File: src/rtl/adc_serial_deser_if.sv
// ---------------------------------------------------------------------------
// adc_serial_deser_if : frame/bit inputs and parallel word outputs of the deserializer
// Revision 1.0
// ---------------------------------------------------------------------------
`default_nettype none

interface adc_serial_deser_if #(
  parameter int NCH    = 3,
  parameter int WORD_W = 16
);
  logic                    valid_i;
  logic [NCH-1:0]          bit_i;
  logic                    err_clr;
  logic                    valid_o;
  logic [NCH*WORD_W-1:0]   data_o;
  logic [15:0]             word_cnt_o;
  logic                    frame_err_o;
  logic                    busy_o;

  modport master (
    output valid_i, bit_i, err_clr,
    input  valid_o, data_o, word_cnt_o, frame_err_o, busy_o
  );

  modport slave (
    input  valid_i, bit_i, err_clr,
    output valid_o, data_o, word_cnt_o, frame_err_o, busy_o
  );
endinterface

`default_nettype wire

File: src/rtl/adc_serial_deser.sv
// ---------------------------------------------------------------------------
// adc_serial_deser : lockstep multi-channel serial ADC word deserializer
// Revision 1.0
// ---------------------------------------------------------------------------
`default_nettype none

module adc_serial_deser #(
  parameter int NCH       = 3,
  parameter int WORD_W    = 16,
  parameter int MSB_FIRST = 1
) (
  input  logic              clk,
  input  logic              rst,
  adc_serial_deser_if.slave bus
);

  localparam int              CNT_W      = (WORD_W > 1) ? $clog2(WORD_W) : 1;
  localparam logic [CNT_W-1:0] C_LAST_BIT = CNT_W'(WORD_W - 1);

  typedef enum logic [0:0] {
    IDLE  = 1'b0,
    SHIFT = 1'b1
  } state_t;

  state_t                        state_q, state_d;
  logic [CNT_W-1:0]              bit_cnt_q, bit_cnt_d;
  logic [NCH-1:0][WORD_W-1:0]    sr_q, sr_d;
  logic [NCH-1:0][WORD_W-1:0]    data_q, data_d;
  logic                          valid_q, valid_d;
  logic [15:0]                   word_cnt_q, word_cnt_d;
  logic                          frame_err_q, frame_err_d;
  logic                          busy_q, busy_d;
  logic [NCH-1:0][WORD_W-1:0]    w_shifted;
  logic                          w_last_bit;

  assign w_last_bit = (bit_cnt_q == C_LAST_BIT);

  generate
    for (genvar c = 0; c < NCH; c++) begin : g_ch
      if (MSB_FIRST != 0) begin : g_msb
        assign w_shifted[c] = (sr_q[c] << 1) | WORD_W'(bus.bit_i[c]);
      end else begin : g_lsb
        assign w_shifted[c] = (sr_q[c] >> 1) | (WORD_W'(bus.bit_i[c]) << (WORD_W - 1));
      end
    end
  endgenerate

  always_comb begin
    state_d     = state_q;
    bit_cnt_d   = bit_cnt_q;
    sr_d        = sr_q;
    data_d      = data_q;
    valid_d     = 1'b0;
    word_cnt_d  = word_cnt_q;
    frame_err_d = frame_err_q;

    if (bus.err_clr) begin
      frame_err_d = 1'b0;
    end

    if (bus.valid_i) begin
      if (w_last_bit) begin
        data_d     = w_shifted;
        valid_d    = 1'b1;
        word_cnt_d = word_cnt_q + 16'd1;
        sr_d       = '0;
        bit_cnt_d  = '0;
      end else begin
        sr_d      = w_shifted;
        bit_cnt_d = bit_cnt_q + 1'b1;
      end
    end

    case (state_q)
      IDLE: begin
        if (bus.valid_i && !w_last_bit) begin
          state_d = SHIFT;
        end
      end
      SHIFT: begin
        if (!bus.valid_i) begin
          // Gate dropped mid-word: drop the partial word; set beats err_clr.
          state_d     = IDLE;
          sr_d        = '0;
          bit_cnt_d   = '0;
          frame_err_d = 1'b1;
        end else if (w_last_bit) begin
          state_d = IDLE;
        end
      end
      default: state_d = IDLE;
    endcase

    busy_d = (state_d == SHIFT);
  end

  always_ff @(posedge clk) begin
    if (rst) begin
      state_q     <= IDLE;
      bit_cnt_q   <= '0;
      sr_q        <= '0;
      data_q      <= '0;
      valid_q     <= 1'b0;
      word_cnt_q  <= '0;
      frame_err_q <= 1'b0;
      busy_q      <= 1'b0;
    end else begin
      state_q     <= state_d;
      bit_cnt_q   <= bit_cnt_d;
      sr_q        <= sr_d;
      data_q      <= data_d;
      valid_q     <= valid_d;
      word_cnt_q  <= word_cnt_d;
      frame_err_q <= frame_err_d;
      busy_q      <= busy_d;
    end
  end

  assign bus.valid_o     = valid_q;
  assign bus.data_o      = data_q;
  assign bus.word_cnt_o  = word_cnt_q;
  assign bus.frame_err_o = frame_err_q;
  assign bus.busy_o      = busy_q;

endmodule

`default_nettype wire

File: src/flat_wrapper.sv
// flat-port wrapper written by rule: the top's interface ports become plain ports
module adc_serial_deser_flat 
#(
  parameter int NCH       = 3,
  parameter int WORD_W    = 16,
  parameter int MSB_FIRST = 1
)
  (clk, rst, bus_valid_i, bus_bit_i, bus_err_clr, bus_valid_o, bus_data_o, bus_word_cnt_o, bus_frame_err_o, bus_busy_o);
  adc_serial_deser_if #(.NCH(NCH), .WORD_W(WORD_W)) bus_i ();
  input  logic clk;
  input  logic rst;
  input wire logic [$bits(bus_i.valid_i)-1:0] bus_valid_i;
  input wire logic [$bits(bus_i.bit_i)-1:0] bus_bit_i;
  input wire logic [$bits(bus_i.err_clr)-1:0] bus_err_clr;
  output wire logic [$bits(bus_i.valid_o)-1:0] bus_valid_o;
  output wire logic [$bits(bus_i.data_o)-1:0] bus_data_o;
  output wire logic [$bits(bus_i.word_cnt_o)-1:0] bus_word_cnt_o;
  output wire logic [$bits(bus_i.frame_err_o)-1:0] bus_frame_err_o;
  output wire logic [$bits(bus_i.busy_o)-1:0] bus_busy_o;
  assign bus_i.valid_i = bus_valid_i;
  assign bus_i.bit_i = bus_bit_i;
  assign bus_i.err_clr = bus_err_clr;
  assign bus_valid_o = bus_i.valid_o;
  assign bus_data_o = bus_i.data_o;
  assign bus_word_cnt_o = bus_i.word_cnt_o;
  assign bus_frame_err_o = bus_i.frame_err_o;
  assign bus_busy_o = bus_i.busy_o;
  adc_serial_deser #(.NCH(NCH), .WORD_W(WORD_W), .MSB_FIRST(MSB_FIRST)) u_core (.clk(clk), .rst(rst), .bus(bus_i));
endmodule
File: config.mk
export PLATFORM = sky130hd
export DESIGN_NAME = adc_serial_deser_flat
export DESIGN_NICKNAME = d
export VERILOG_FILES = /design/src/rtl/adc_serial_deser_if.sv /design/src/rtl/adc_serial_deser.sv /design/src/flat_wrapper.sv
export SDC_FILE = /design/constraint.sdc
export NUM_CORES = 1
export LEC_CHECK = 0
export BUFFER_PORTS_ARGS = -buffer_cell sky130_fd_sc_hd__buf_2
export CORE_ASPECT_RATIO = 2
export CORE_MARGIN = 2
export CORE_UTILIZATION = 54
export CTS_CLUSTER_SIZE = 12
export DETAILED_ROUTE_END_ITERATION = 8
export PLACE_DENSITY = 0.78
export SYNTH_ARGS = -nofsm -noshare
export SYNTH_HDL_FRONTEND = slang
export SYNTH_SLANG_ARGS = --single-unit
export TNS_END_PERCENT = 30
File: constraint.sdc
create_clock -name clk -period 2.2 [get_ports clk]
set_input_delay 0.22 -clock clk [delete_from_list [all_inputs] [get_ports clk]]
set_output_delay 0.22 -clock clk [all_outputs]
set_load 0.005 [all_outputs]
# ---- Yosys cells after proc, flatten, opt, wreduce, memory -nomap -nowiden
# Index checks and enable logic that the tools add are counted.
dict set report totals {
  ff_bits 119
  output_inout_bits 67
  word_cells 39
}
dict set report classes {
  n_addsub 2
  n_eq_ne 1
  muxes 16
  bitwise 5
  n_reduce_logical 4
}
# op n
set op_table {}
lappend op_table {{$mux W48} 4}
lappend op_table {{$or A16 B1 Y16} 3}
lappend op_table {{$add A16 B1 Y16 const B} 1}
lappend op_table {{$mux W4} 4}
lappend op_table {{$mux W1} 7}
lappend op_table {{$add A4 B1 Y4 const B} 1}
lappend op_table {{$eq A4 B4 Y1 const B} 1}
lappend op_table {{$not A1 Y1} 2}
lappend op_table {{$pmux W1 S2} 1}
lappend op_table {{$reduce_and A2 Y1} 1}
lappend op_table {{$reduce_or A2 Y1} 1}
lappend op_table {{$logic_and A1 B1 Y1} 1}
lappend op_table {{$logic_not A1 Y1} 1}

# ---- Longest topological paths before layout
dict set report depth {
  word_depth 5
  ltp_mapped 6
  ltp_nobuf 5
}

# ---- Least setup slack after synthesis
# Ideal clock, no wire load.
dict set report synth_timing {
  path_kind {flip-flop to flip-flop}
  from {reg u_core.bit_cnt_q[0]}
  to {reg u_core.word_cnt_q[15] (netlist: u_core.bus.word_cnt_o[15])}
  arrival_ns 1.492
  t_required_ns 2.130
  setup_slack_ns 0.638
  stages_incl_launch_ff 6
  n_path_buf 0
  path_cell_list {dfxtp_1 ha_1 nand4_2 or2_1 or4_1 a21oi_1}
}
dict set report synth_via {
  elab_chain_cells 2
}
# item line_no
set synth_rtl {}
lappend synth_rtl {{start, declared} adc_serial_deser.sv:26} ;# logic [CNT_W-1:0] bit_cnt_q, bit_cnt_d;
lappend synth_rtl {{start signal, assigned} adc_serial_deser.sv:109} ;# bit_cnt_q <= bit_cnt_d;
lappend synth_rtl {{$eq A4 B4 Y1} adc_serial_deser.sv:36} ;# assign w_last_bit = (bit_cnt_q == C_LAST_BIT);
lappend synth_rtl {{$reduce_and A2 Y1 (no source line)} --}
lappend synth_rtl {{end signal, assigned} adc_serial_deser.sv:113} ;# word_cnt_q <= word_cnt_d;
lappend synth_rtl {{end, declared} adc_serial_deser.sv:30} ;# logic [15:0] word_cnt_q, word_cnt_d;
# No other way between the ends.
# A chain may end at the register's enable or synchronous reset.

# ---- Worst setup path after layout
# Same ends and word-level chain as after synthesis.

==> results by group <==
Run status
  – Run status: complete, no violations

Timing
  – Transition time at the pin with the least slew margin: roughly 650 ps
  – Number of pins with negative max-slew slack in the final report: 0
  – Final Setup Violations: 0
  – Maximum operating frequency: about 0.54 GHz
  – Final Hold Fails: 0
  – Slew margin rel.: around 57%
  – Min cycle time layout: between 1500 and 2000 ps
  – Share of the cycle needed by the critical path after routing: between 80% and 90%
  – Setup skew after layout: between 10 and 15 ps
  – Setup TNS Final: 0 ps
  – RSZ-0062 raised after global routing: false

Route
  – Total detailed-routing wirelength: about 8.5 mm
  – First drt pass iteration count: 4
  – Drc violations: 0
  – Number of nets with antenna violations after detailed routing: 0
  – DRC marker count from the first detailed-route iteration: 284
  – Via count: 3219
  – Post-detailed-route via-to-cell ratio: about 5.4
  – Mean routed wirelength per cell: 14.3 µm

Pwr
  – Power after layout: ~4.7 mW
  – VDD IR max: between 0.7 and 0.8 mV
  – Leakage dissipation: a little over 2 nW
  – Total power divided by cell area: roughly 940 nW/µm²

Cells and area
  – Count of fill cells added during filler insertion: between 600 and 700
  – Layout cells sized above 1: 23.1%
  – Most common library cell in the layout ignoring fill and taps: dfxtp_1
  – Area growth from synthesis to layout: 24.6%
  – Footprint of the multi-input gates: 1570 µm²
  – Ant. Diodes: 0
  – Non-filler instance count after layout: between 500 and 600
  – Register area: between 2000 and 2500 µm²
  – Area of all placed cells without fillers: around 5000 µm²
  – Commonest non-fill, non-tap cells in the layout: 116 x dfxtp_1, 103 x nand2_1, 73 x buf_2
  – Total number of nets in the final design: roughly 500

Yosys
  – Yosys synthesis warning count: 0
  – Post-synthesis sequential element count: 116
  – Number of standard cells after synthesis: 425
  – Number of distinct library cells after synthesis: 33
  – Post-synthesis instance area: around 4000 µm²
  – Number of nets in the synthesized netlist: 434
  – Sequential cell area fraction in the yosys report: 57.9%
  – Post-synthesis area per instance: about 9.4 µm²

Die
  – Total Die Area: slightly above 8000 µm²
  – Core Region: approximately 7200 µm²
  – Die height: 126 µm
  – Count of pins on the block boundary: between 70 and 80
  – Width of the chip: 64.9 µm
  – Row count: between 40 and 50
  – Effective utilization at floorplan: between 50% and 60%

Clock network
  – Maximum clock path buffer count: 2
  – CTS sink count: 116
  – Post-CTS clock slew at the launch and capture registers of the worst setup and hold paths: approximately 50 ps
  – Number of gates given a new drive strength after cts: 0
  – Max H-tree Level: 4
  – Setup Fix Bufs, Post-CTS: 0
  – CTS Hold Bufs: 0
  – Num CTS Buffers: 17
  – Clock tree from TritonCTS: done
  – Clock latency on the worst-skew pair: around 410 ps
  – Root buf cell: clkbuf_16

Place
  – Detailed Place HPWL: 5.35 mm
  – Number of buffers inserted by port buffering: 73
  – Post-placement cell count: 568
  – Area after DPL: 4450 µm²
  – Routability congestion estimate: 0.752

Worst setup path
  – Endpoint required time on the critical path: approximately 2500 ps
  – Worst Path Arrival: between 2000 and 2500 ps
  – Type of origin of the critical path: flip-flop
  – Crit Path Class: reg -> reg
  – Max FO, Critical Path: 9
  – Kind of end point of the critical path: flip-flop

GRT
  – Leftover overflow at the end of global routing: 0
  – Overall Global Routing Usage: between 20% and 30%
  – Wire length of the first global-routing pass: between 10 and 15 mm
  – Number of antenna violations at the first check in global routing: 0
  – Vias in the first global route: 3079
  – Maximum number of pins on one net before global-route repair: 64

Flow run
  – Max-cap violations: 0

Min path
  – Hold Path Class: in -> reg
## per-stage QoR
stage	util, %	hold WS (ps)	setup slack, ps
after global routing	69.3	35.3	241
final	69.3	37.5	361
after CTS	69.3	28.7	350
after detailed placement	61.6	444	427
after global placement	61.6	440	478
after floorplan	-	346	638
## power by group
group          switching [mW]  internal [mW]  total, mW
clock                   0.872           1.62       2.50
combinational          0.0612         0.0238     0.0851
sequential            0.00983           2.12       2.13
total                   0.943           3.76       4.71
## sequential cells by signal, summed over array words and instances, names as in the netlist
name and count:
u_core.bit_cnt_q 4, u_core.bus.data_o 48, u_core.bus.frame_err_o 1, u_core.bus.valid_o 1, u_core.bus.word_cnt_o 16, u_core.sr_q 45
u_core.state_q 1
## Yosys cell counts (all sizes together)
cell / count / area share [%]
a21oi: 53 / 6.6
a22o: 45 / 9.8
a22oi: 2 / 0.37
and3: 2 / 0.31
and4: 2 / 0.44
and4b: 1 / 0.25
buf: 13 / 1.6
clkbuf: 16 / 1.5
dfxtp: 116 / 58
ha: 2 / 0.62
inv: 2 / 0.19
mux2: 3 / 0.84
nand2: 103 / 9.6
nand2b: 2 / 0.31
nand3: 7 / 0.87
nand4: 7 / 1.4
nand4b: 1 / 0.22
nor2: 21 / 2.0
nor2b: 3 / 0.47
nor3: 4 / 0.62
nor4: 2 / 0.47
o21a: 1 / 0.19
o21ai: 2 / 0.25
o31ai: 1 / 0.19
or2: 1 / 0.16
or3: 1 / 0.16
or4: 1 / 0.19
xnor2: 8 / 1.7
xor2: 3 / 0.66
## cell families (layout without fill, tap and decap cells)
family	count (synthesis)	in the layout	share of synthesized area (%)
AO/OA/AOI/OAI	104	104	17.4
XOR/XNOR	11	11	2.40
AND/OR/NAND/NOR	158	158	17.5
flip-flops	116	116	57.9
adder cells (fa/ha/maj)	2	2	0.624
buffers and inverters	31	112	3.28
multiplexers	3	3	0.843
## worst paths after layout
| kind | startpoint | end | depth (start not counted) | slack (ps) |
|---|---|---|---|---|
| setup / recovery | u_core.bit_cnt_q[0]$_SDFF_PP0_ | u_core.bus.word_cnt_o[15]$_SDFFE_PP0P_ | 5 | 360 |
| hold / removal | bus_bit_i[1] | u_core.sr_q[16]$_SDFF_PP0_ | 2 | 40 |
| setup reg to reg | u_core.bit_cnt_q[0]$_SDFF_PP0_ | u_core.bus.word_cnt_o[15]$_SDFFE_PP0P_ | 5 | 360 |
| hold reg to reg | u_core.bus.data_o[23]$_SDFFE_PP0P_ | u_core.bus.data_o[23]$_SDFFE_PP0P_ | 2 | 450 |
## final cells by class
cell class	instances	share of cell area, %
Sequential cell	116	46.5
Multi-Input combinational cell	278	31.4
Clock buffer	26	10.6
Timing Repair Buffer	80	8.62
Tap cell	92	2.30
Clock inverter	4	0.401
Inverter	2	0.150
## per-layer routing
metal / vias to the layer above / track usage [%] / share of wire (%)
li1: 1601 / - / -
met1: 1541 / 25.1 / 41
met2: 68 / 38.7 / 53
met3: 9 / 8.66 / 4.5
met4: 0 / 8.76 / 1.5
met5: - / 0 / 0
## critical path: stages (launching register included)
cell	delay, ps
dfxtp_1	390
ha_1	270
nand4_2	240
or2_1	320
or4_1	400
a21oi_1	140
Note: power is estimated with default switching activity, not from simulation.
